## src/rtl/base_rr_arb_lock.sv

```systemverilog
// Round-robin arbiter sharing one valid/ready channel; the grant is held for a
// whole packet (until an accepted req_last beat), with an optional stall watchdog.
module base_rr_arb_lock #(
    parameter int ways     = 4,
    parameter int id_width = (ways > 1) ? $clog2(ways) : 1,
    parameter int timeout  = 16
) (
    input  logic                clock,
    input  logic                reset_n,
    input  logic [0:ways-1]     req,
    input  logic [0:ways-1]     req_last,
    input  logic                out_ready,
    output logic                out_valid,
    output logic [0:ways-1]     gnt,
    output logic [id_width-1:0] gnt_id,
    output logic                locked,
    output logic                timeout_err
);

    localparam int               CNT_W   = (timeout > 1) ? $clog2(timeout) : 1;
    localparam logic [CNT_W-1:0] CNT_MAX = CNT_W'((timeout > 0) ? timeout - 1 : 0);
    localparam bit               WD_EN   = (timeout > 0);

    typedef enum logic [0:0] {
        ST_IDLE   = 1'b0,
        ST_LOCKED = 1'b1
    } state_t;

    state_t              r_state;
    logic [id_width-1:0] r_ptr;
    logic [id_width-1:0] r_lock_id;
    logic [CNT_W-1:0]    r_idle_cnt;
    logic                r_timeout_err;

    logic                w_found;
    logic [id_width-1:0] w_winner;
    logic [0:ways-1]     w_gnt;
    logic [id_width-1:0] w_gnt_id;
    logic                w_valid;
    logic                w_accept;
    logic                w_last;

    function automatic logic [id_width-1:0] f_next(input logic [id_width-1:0] id);
        logic [id_width-1:0] v_nxt;
        if (int'(id) >= ways - 1) begin
            v_nxt = '0;
        end else begin
            v_nxt = id + id_width'(1);
        end
        return v_nxt;
    endfunction

    // Winner search: first request at or above ptr, then wrap to the ones below it.
    always_comb begin
        w_found  = 1'b0;
        w_winner = '0;
        for (int i = 0; i < ways; i++) begin
            w_winner = (!w_found && req[i] && (i >= int'(r_ptr))) ? id_width'(i) : w_winner;
            w_found  = w_found | (req[i] && (i >= int'(r_ptr)));
        end
        for (int i = 0; i < ways; i++) begin
            w_winner = (!w_found && req[i] && (i < int'(r_ptr))) ? id_width'(i) : w_winner;
            w_found  = w_found | (req[i] && (i < int'(r_ptr)));
        end
    end

    // Grant/valid decode; IDLE grants with zero latency, reset forces everything low.
    always_comb begin
        w_gnt    = '0;
        w_gnt_id = '0;
        w_valid  = 1'b0;
        w_last   = 1'b0;
        if (!reset_n) begin
            w_valid = 1'b0;
        end else if (r_state == ST_LOCKED) begin
            w_gnt[r_lock_id] = 1'b1;
            w_gnt_id         = r_lock_id;
            w_valid          = req[r_lock_id];
            w_last           = req_last[r_lock_id];
        end else if (w_found) begin
            w_gnt[w_winner] = 1'b1;
            w_gnt_id        = w_winner;
            w_valid         = 1'b1;
            w_last          = req_last[w_winner];
        end else begin
            w_valid = 1'b0;
        end
        w_accept = w_valid & out_ready;
    end

    // Arbitration state, rotating pointer and packet-stall watchdog.
    always_ff @(posedge clock or negedge reset_n) begin
        if (!reset_n) begin
            r_state       <= ST_IDLE;
            r_ptr         <= '0;
            r_lock_id     <= '0;
            r_idle_cnt    <= '0;
            r_timeout_err <= 1'b0;
        end else begin
            r_timeout_err <= 1'b0;
            case (r_state)
                ST_IDLE: begin
                    r_idle_cnt <= '0;
                    if (w_found) begin
                        // An unaccepted beat also locks, so gnt cannot move under backpressure.
                        if (w_accept && w_last) begin
                            r_ptr <= f_next(w_winner);
                        end else begin
                            r_state   <= ST_LOCKED;
                            r_lock_id <= w_winner;
                        end
                    end
                end
                ST_LOCKED: begin
                    if (req[r_lock_id]) begin
                        r_idle_cnt <= '0;
                        if (w_accept && w_last) begin
                            r_state <= ST_IDLE;
                            r_ptr   <= f_next(r_lock_id);
                        end
                    end else if (WD_EN) begin
                        if (r_idle_cnt == CNT_MAX) begin
                            r_state       <= ST_IDLE;
                            r_ptr         <= f_next(r_lock_id);
                            r_idle_cnt    <= '0;
                            r_timeout_err <= 1'b1;
                        end else begin
                            r_idle_cnt <= r_idle_cnt + CNT_W'(1);
                        end
                    end else begin
                        r_idle_cnt <= '0;
                    end
                end
                default: begin
                    r_state    <= ST_IDLE;
                    r_idle_cnt <= '0;
                end
            endcase
        end
    end

    assign gnt         = w_gnt;
    assign gnt_id      = w_gnt_id;
    assign out_valid   = w_valid;
    assign locked      = (r_state == ST_LOCKED);
    assign timeout_err = r_timeout_err;

endmodule

```

## config.mk

```make
export PLATFORM = sky130hd
export DESIGN_NAME = base_rr_arb_lock
export DESIGN_NICKNAME = d
export VERILOG_FILES = /design/src/rtl/base_rr_arb_lock.sv
export SDC_FILE = /design/constraint.sdc
export NUM_CORES = 1
export LEC_CHECK = 0
export CAP_MARGIN = 5
export CORE_ASPECT_RATIO = 0.8
export CORE_MARGIN = 3
export CORE_UTILIZATION = 49
export DETAILED_ROUTE_END_ITERATION = 12
export GPL_ROUTABILITY_DRIVEN = 0
export GPL_TIMING_DRIVEN = 0
export PLACE_DENSITY_LB_ADDON = 0.08
export SLEW_MARGIN = 20
export SYNTH_ARGS = -nofsm -noshare
export SYNTH_HDL_FRONTEND = slang
export SYNTH_SLANG_ARGS = --single-unit
```

## constraint.sdc

```tcl
create_clock -name clock -period 2.8 [get_ports clock]
set_input_delay 0.56 -clock clock [delete_from_list [all_inputs] [get_ports clock]]
set_output_delay 0.56 -clock clock [all_outputs]
set_load 0.02 [all_outputs]
```

* Word level (Yosys, flattened, before mapping)
Cells that the tools add are included.
** Cells by class
- Order comparisons :: 12
- Reductions and logical operators :: 28
- Equality and inequality tests :: 5
- Add/sub/neg operators :: 3
- Multiplexer cells :: 50
- Bitwise logic cells :: 11
** Operators with widths (count)
- 2-bit 2-to-1 mux :: 15
- 1-bit 2-to-1 mux :: 22
- 1-bit logical AND :: 20
- 4-bit 2-to-1 mux :: 5
- 4-bit one-hot mux with 2 select lines :: 1
- 1-bit binary-select mux with 2-bit select :: 3
- 3-bit >= comparator (second input constant) :: 2
- 1-bit zero test :: 6
- 3-bit by 1-bit less-than comparator with 1-bit output (second input constant) :: 2
- 2-bit inverter with 3-bit output :: 2
- 1-bit bitwise OR :: 6
- 2-bit by 1-bit adder with 2-bit output (second input constant) :: 2
- 4-bit by 1-bit adder with 4-bit output (second input constant) :: 1
- 1-bit demux with 2-bit select :: 2
- 4-bit == test (second input constant) :: 1
- 1-bit by 2-bit >= comparator with 1-bit output (first input constant) :: 2
- 2-bit >= comparator (second input constant) :: 2
- 1-bit by 2-bit less-than comparator with 1-bit output (first input constant) :: 2
- 2-bit inequality test (second input constant) :: 2
- 2-bit one-hot mux with 2 select lines :: 1
- 4-bit AND reduction :: 1
- 3-bit by 1-bit inequality test with 1-bit output (second input constant) :: 1
- 3-bit inequality test (second input constant) :: 1
- 3-bit AND reduction :: 1
- other kinds (5) :: 6
** Word-level totals
- Input bits :: 11
- Register bits after elaboration :: 10
- Output and inout bits :: 9

* Depth between registers and ports, before layout
- Word-level depth :: 22
- Mapped depth :: 7
- Gate-level depth less buffers :: 7

* Least setup slack after synthesis
No wires, ideal clock.
- Path type :: in2out
- From :: input port req[1] (netlist bit)
- To :: output port gnt[0] (netlist bit)
- Arrival :: 1.684 ns
- Path slack :: 0.556 ns
- Required time :: 2.240 ns
- Stages :: 6
- Path through :: or3b_1 > o221a_4 > inv_1 > ha_1 > mux2i_1 > nor2_1
** Between the ends
- Word-level cells in the longest chain between the ends :: 18
** RTL lines
- from (decl) :: RTL line 10 : input logic [0:ways-1] req,
- 1-bit logical AND :: RTL line 59 : w_found = w_found | (req[i] && (i >= int'(r_ptr)));
- 1-bit bitwise OR :: RTL line 59
- 1-bit zero test or 1-bit bitwise OR (tied branches) :: RTL line 58, 59
- 1-bit logical AND or 1-bit bitwise OR (tied branches) :: RTL line 58, 59
- 1-bit logical AND (tied with other cells) :: RTL line 58 : w_winner = (!w_found && req[i] && (i >= int'(r_ptr))) ? id_width'(i) : w_winner;
- 2-bit 2-to-1 mux (tied with other cells) (2 in series) :: RTL line 58
- 2-bit 2-to-1 mux or 1-bit logical AND (tied branches) (2 in series) :: RTL line 62 : w_winner = (!w_found && req[i] && (i < int'(r_ptr))) ? id_width'(i) : w_winner;
- 2-bit 2-to-1 mux * :: RTL line 62
- net w_winner[0] :: RTL line 36 : logic [id_width-1:0] w_winner;
- 2-bit inverter with 3-bit output (implied by the code) * :: RTL line 81 : w_gnt[w_winner] = 1'b1;
- 3-bit >= comparator (implied by the code) or 3-bit by 1-bit less-than comparator with 1-bit output (tied branches) :: RTL line 81
- 1-bit logical AND (implied by the code) :: RTL line 81
- 1-bit 2-to-1 mux (implied by the code) :: RTL line 81
- 1-bit demux with 2-bit select * :: RTL line 81
- 4-bit 2-to-1 mux * :: RTL line 80 : end else if (w_found) begin
- 4-bit 2-to-1 mux * :: RTL line 75 : end else if (r_state == ST_LOCKED) begin
- 4-bit 2-to-1 mux * :: RTL line 73 : if (!reset_n) begin
- to (decl) :: RTL line 14 : output logic [0:ways-1] gnt,
Mark *: on every way through the listed nets, which the timed path passes. The rest lies on a longest branch.

* Final worst setup path
- From :: input port req[1] (netlist bit)
- To :: output port gnt[2] (netlist bit)
Same word-level chain as after synthesis.

==> flow_summary.json <==
{
  "grt_pass1_vias": 777,
  "drt_iter0_markers": 15,
  "ys_seq_area_share_pct": 28.0,
  "postSynthAreaPerCell_um2": 9.42,
  "worstPathArrival_ps": 2150,
  "clkTransAtPathRegs_ps": 50,
  "setup_tns_ps": 0,
  "start_kind": "input pin",
  "path_common_cell": "clkdlybuf4s15_2",
  "synth_cells": 95,
  "layout-drive-gt1-share_pct": 22.9,
  "async_flop_share_pct": 100,
  "h-tree-depth": 1,
  "ant_nets": 0,
  "final_common_cell": "nor2_1",
  "dp_hpwl_mm": 1.63,
  "antenna_found_initial": 0,
  "layout_common_cells": "11 x nor2_1, 10 x dfrtp_1, 9 x mux2i_1, 9 x ha_1, 8 x clkdlybuf4s50_1",
  "vdd_drop_max_mv": 0.546,
  "area_delta_synth_final_pct": 31.5,
  "placed_area_um2": 1110,
  "slowest_delay_ps": 380,
  "cts_max_path_buffers": 2,
  "hold_buffers": 0,
  "path_class": "input pin to primary output",
  "dieArea_um2": 2380,
  "synth_edf_count": 0,
  "num_vias": 762,
  "slowest_stage": "or3b_1",
  "cts_buffers": 3,
  "synthFlopType": "dfrtp_1",
  "routed_via_density": 5.44,
  "setup_viol": 0,
  "p_per_area_nw_per_um2": 886,
  "die_y_um": 44.2,
  "finalCritPeriodShare_pct": 96.9,
  "fp.dieW_um": 53.8,
  "cp-end-kind": "primary output",
  "drc": 0,
  "fmax_mhz": 368,
  "postLayoutCellArea_um2": 1180,
  "critPathRequiredTime_ps": 2240,
  "initial_utilization_pct": 53.4,
  "crit_fanout": 6,
  "routedWlPerCell_um": 14.8,
  "cts_tree": "done",
  "grt_usage_pct": 20.4,
  "nNetsFinal": 140,
  "place.port_buffers": 19,
  "regToRegStartpoint": "r_ptr[1]",
  "status": "complete, no violations",
  "synth.distinct_cells": 34,
  "cts_sinks": 10,
  "pre_cts_ws_ps": -782,
  "core_region_area_um2": 1680,
  "finalMaxSlewViolations": 0,
  "clk_latency_ps": 250,
  "antennaDiodeCount": 0,
  "first_pass_iters": 4,
  "fin_ws_ps": 85.7,
  "hold_violations": 0,
  "cap_violations": 0,
  "grt_max_degree": 14,
  "hp-class": "input pin to asynchronous set/reset pin",
  "fin_util_pct": 70.2,
  "slew_headroom_pct": 61.3,
  "wirelength_mm": 2.07,
  "crit_path_start": "req[1]",
  "worst_slew_pin_slew_ps": 580,
  "post-route-min-period_ps": 2710,
  "syn_nets": 115,
  "num_rows": 13,
  "clock-root-buffer": "clkbuf_4",
  "grt.overflow.total": 0,
  "finalClockSkew_ps": 0.289,
  "crit_chain": "clkdlybuf4s15_2, or3b_1, o221a_4, inv_1, ha_1, mux2i_1, nor2_1, clkdlybuf4s15_2",
  "syn_area_um2": 895,
  "yosysWarnings": 0,
  "whs_ps": 411,
  "pin_count": 20,
  "ys_ff_latch": 10,
  "grt_pass1_wl_mm": 3.44,
  "ff2ff_path_depth": 6,
  "leakage_nw": 0.546
}
[per-layer routing]
layer  part of all wire, %  vias to the layer above  global-route usage [%]  routed length (um)
met1                    46                      360                    26.3                 945
met2                    49                       18                    34.1                1010
li1                      -                      384                       -                   -
met3                   5.6                        0                    6.40                 115
met5                     0                        -                       0                   0
met4                     0                        0                    3.06                   0
[final timing paths]
check / to / slack [ps]
min reg2reg: r_idle_cnt[0] / 480
max reg2reg: r_ptr[1] / 570
min: r_lock_id[0] / 410
max in group asynchronous: r_idle_cnt[3] / 2010
min in group clock: r_idle_cnt[0] / 480
max: gnt[2] / 90
[synthesized netlist by cell type (2+ instances only)]
library cell / count / area, um^2
nand2_1: 6 / 22.5
a21oi_1: 6 / 30.0
mux2i_1: 9 / 90.1
ha_1: 9 / 113
o21ai_0: 2 / 10.0
mux2_4: 2 / 30.0
or2_2: 2 / 12.5
o22ai_1: 2 / 12.5
dfrtp_1: 10 / 250
inv_1: 6 / 22.5
o21ai_1: 2 / 10.0
clkbuf_1: 2 / 7.51
nand3_1: 4 / 20.0
nor2_1: 11 / 41.3
mux2_2: 3 / 33.8
[power by group]
| group | switching [W] | internal [W] | leakage, nW | total [W] |
|---|---|---|---|---|
| Sequential | 0.0000676 | 0.000194 | 0.127 | 0.000262 |
| Combinational | 0.000376 | 0.000315 | 0.405 | 0.000692 |
| Clock | 0.0000394 | 0.0000491 | 0.0138 | 0.0000885 |
| Total | 0.000483 | 0.000558 | 0.546 | 0.00104 |
[per-stage QoR]
step                total power (W)  std cells
global placement           0.000913        136
finish                      0.00104        140
floorplan                  0.000730         95
CTS                         0.00103        139
global route                0.00114        140
detailed placement         0.000935        136
[sequential cells by signal, indices dropped and copies added, names as in the netlist]
signal and flops:
r_idle_cnt 4, r_lock_id 2, r_ptr 2, locked 1, timeout_err 1
[worst max-delay path: cells and delay by family]
family	cells	cell delay, ps
AND/OR/NAND/NOR	2	510
AO/OA/AOI/OAI	1	150
multiplexers	1	70
adder cells (fa/ha/maj)	1	180
buffers and inverters	3	690
[cell families after synthesis]
family | after synthesis | synth area share [%]
muxes | 14 | 17.2
xor gates and xnor gates | 2 | 1.96
AOI/OAI and AO/OA | 20 | 18.9
and+or+nand+nor | 31 | 17.5
DFF | 10 | 28.0
adders and majority gates | 9 | 12.6
buffers and inverters | 9 | 3.92
[final cells by class]
type | instances | area [um^2]
Fill cell | 134 | 499
Tap cell | 22 | 27.5
Sequential cell | 10 | 250
Multi-Input combinational cell | 76 | 649
Timing Repair Buffer | 21 | 194
Buffer | 2 | 10.0
Clock buffer | 3 | 22.5
Inverter | 6 | 22.5
[timing repair]
action                     CTS  global route
resized for setup           25             5
pin swaps                    0             2
setup endpoints to repair    7             4
setup buffers                0             2
No activity file was read; power rests on OpenSTA's default activity.
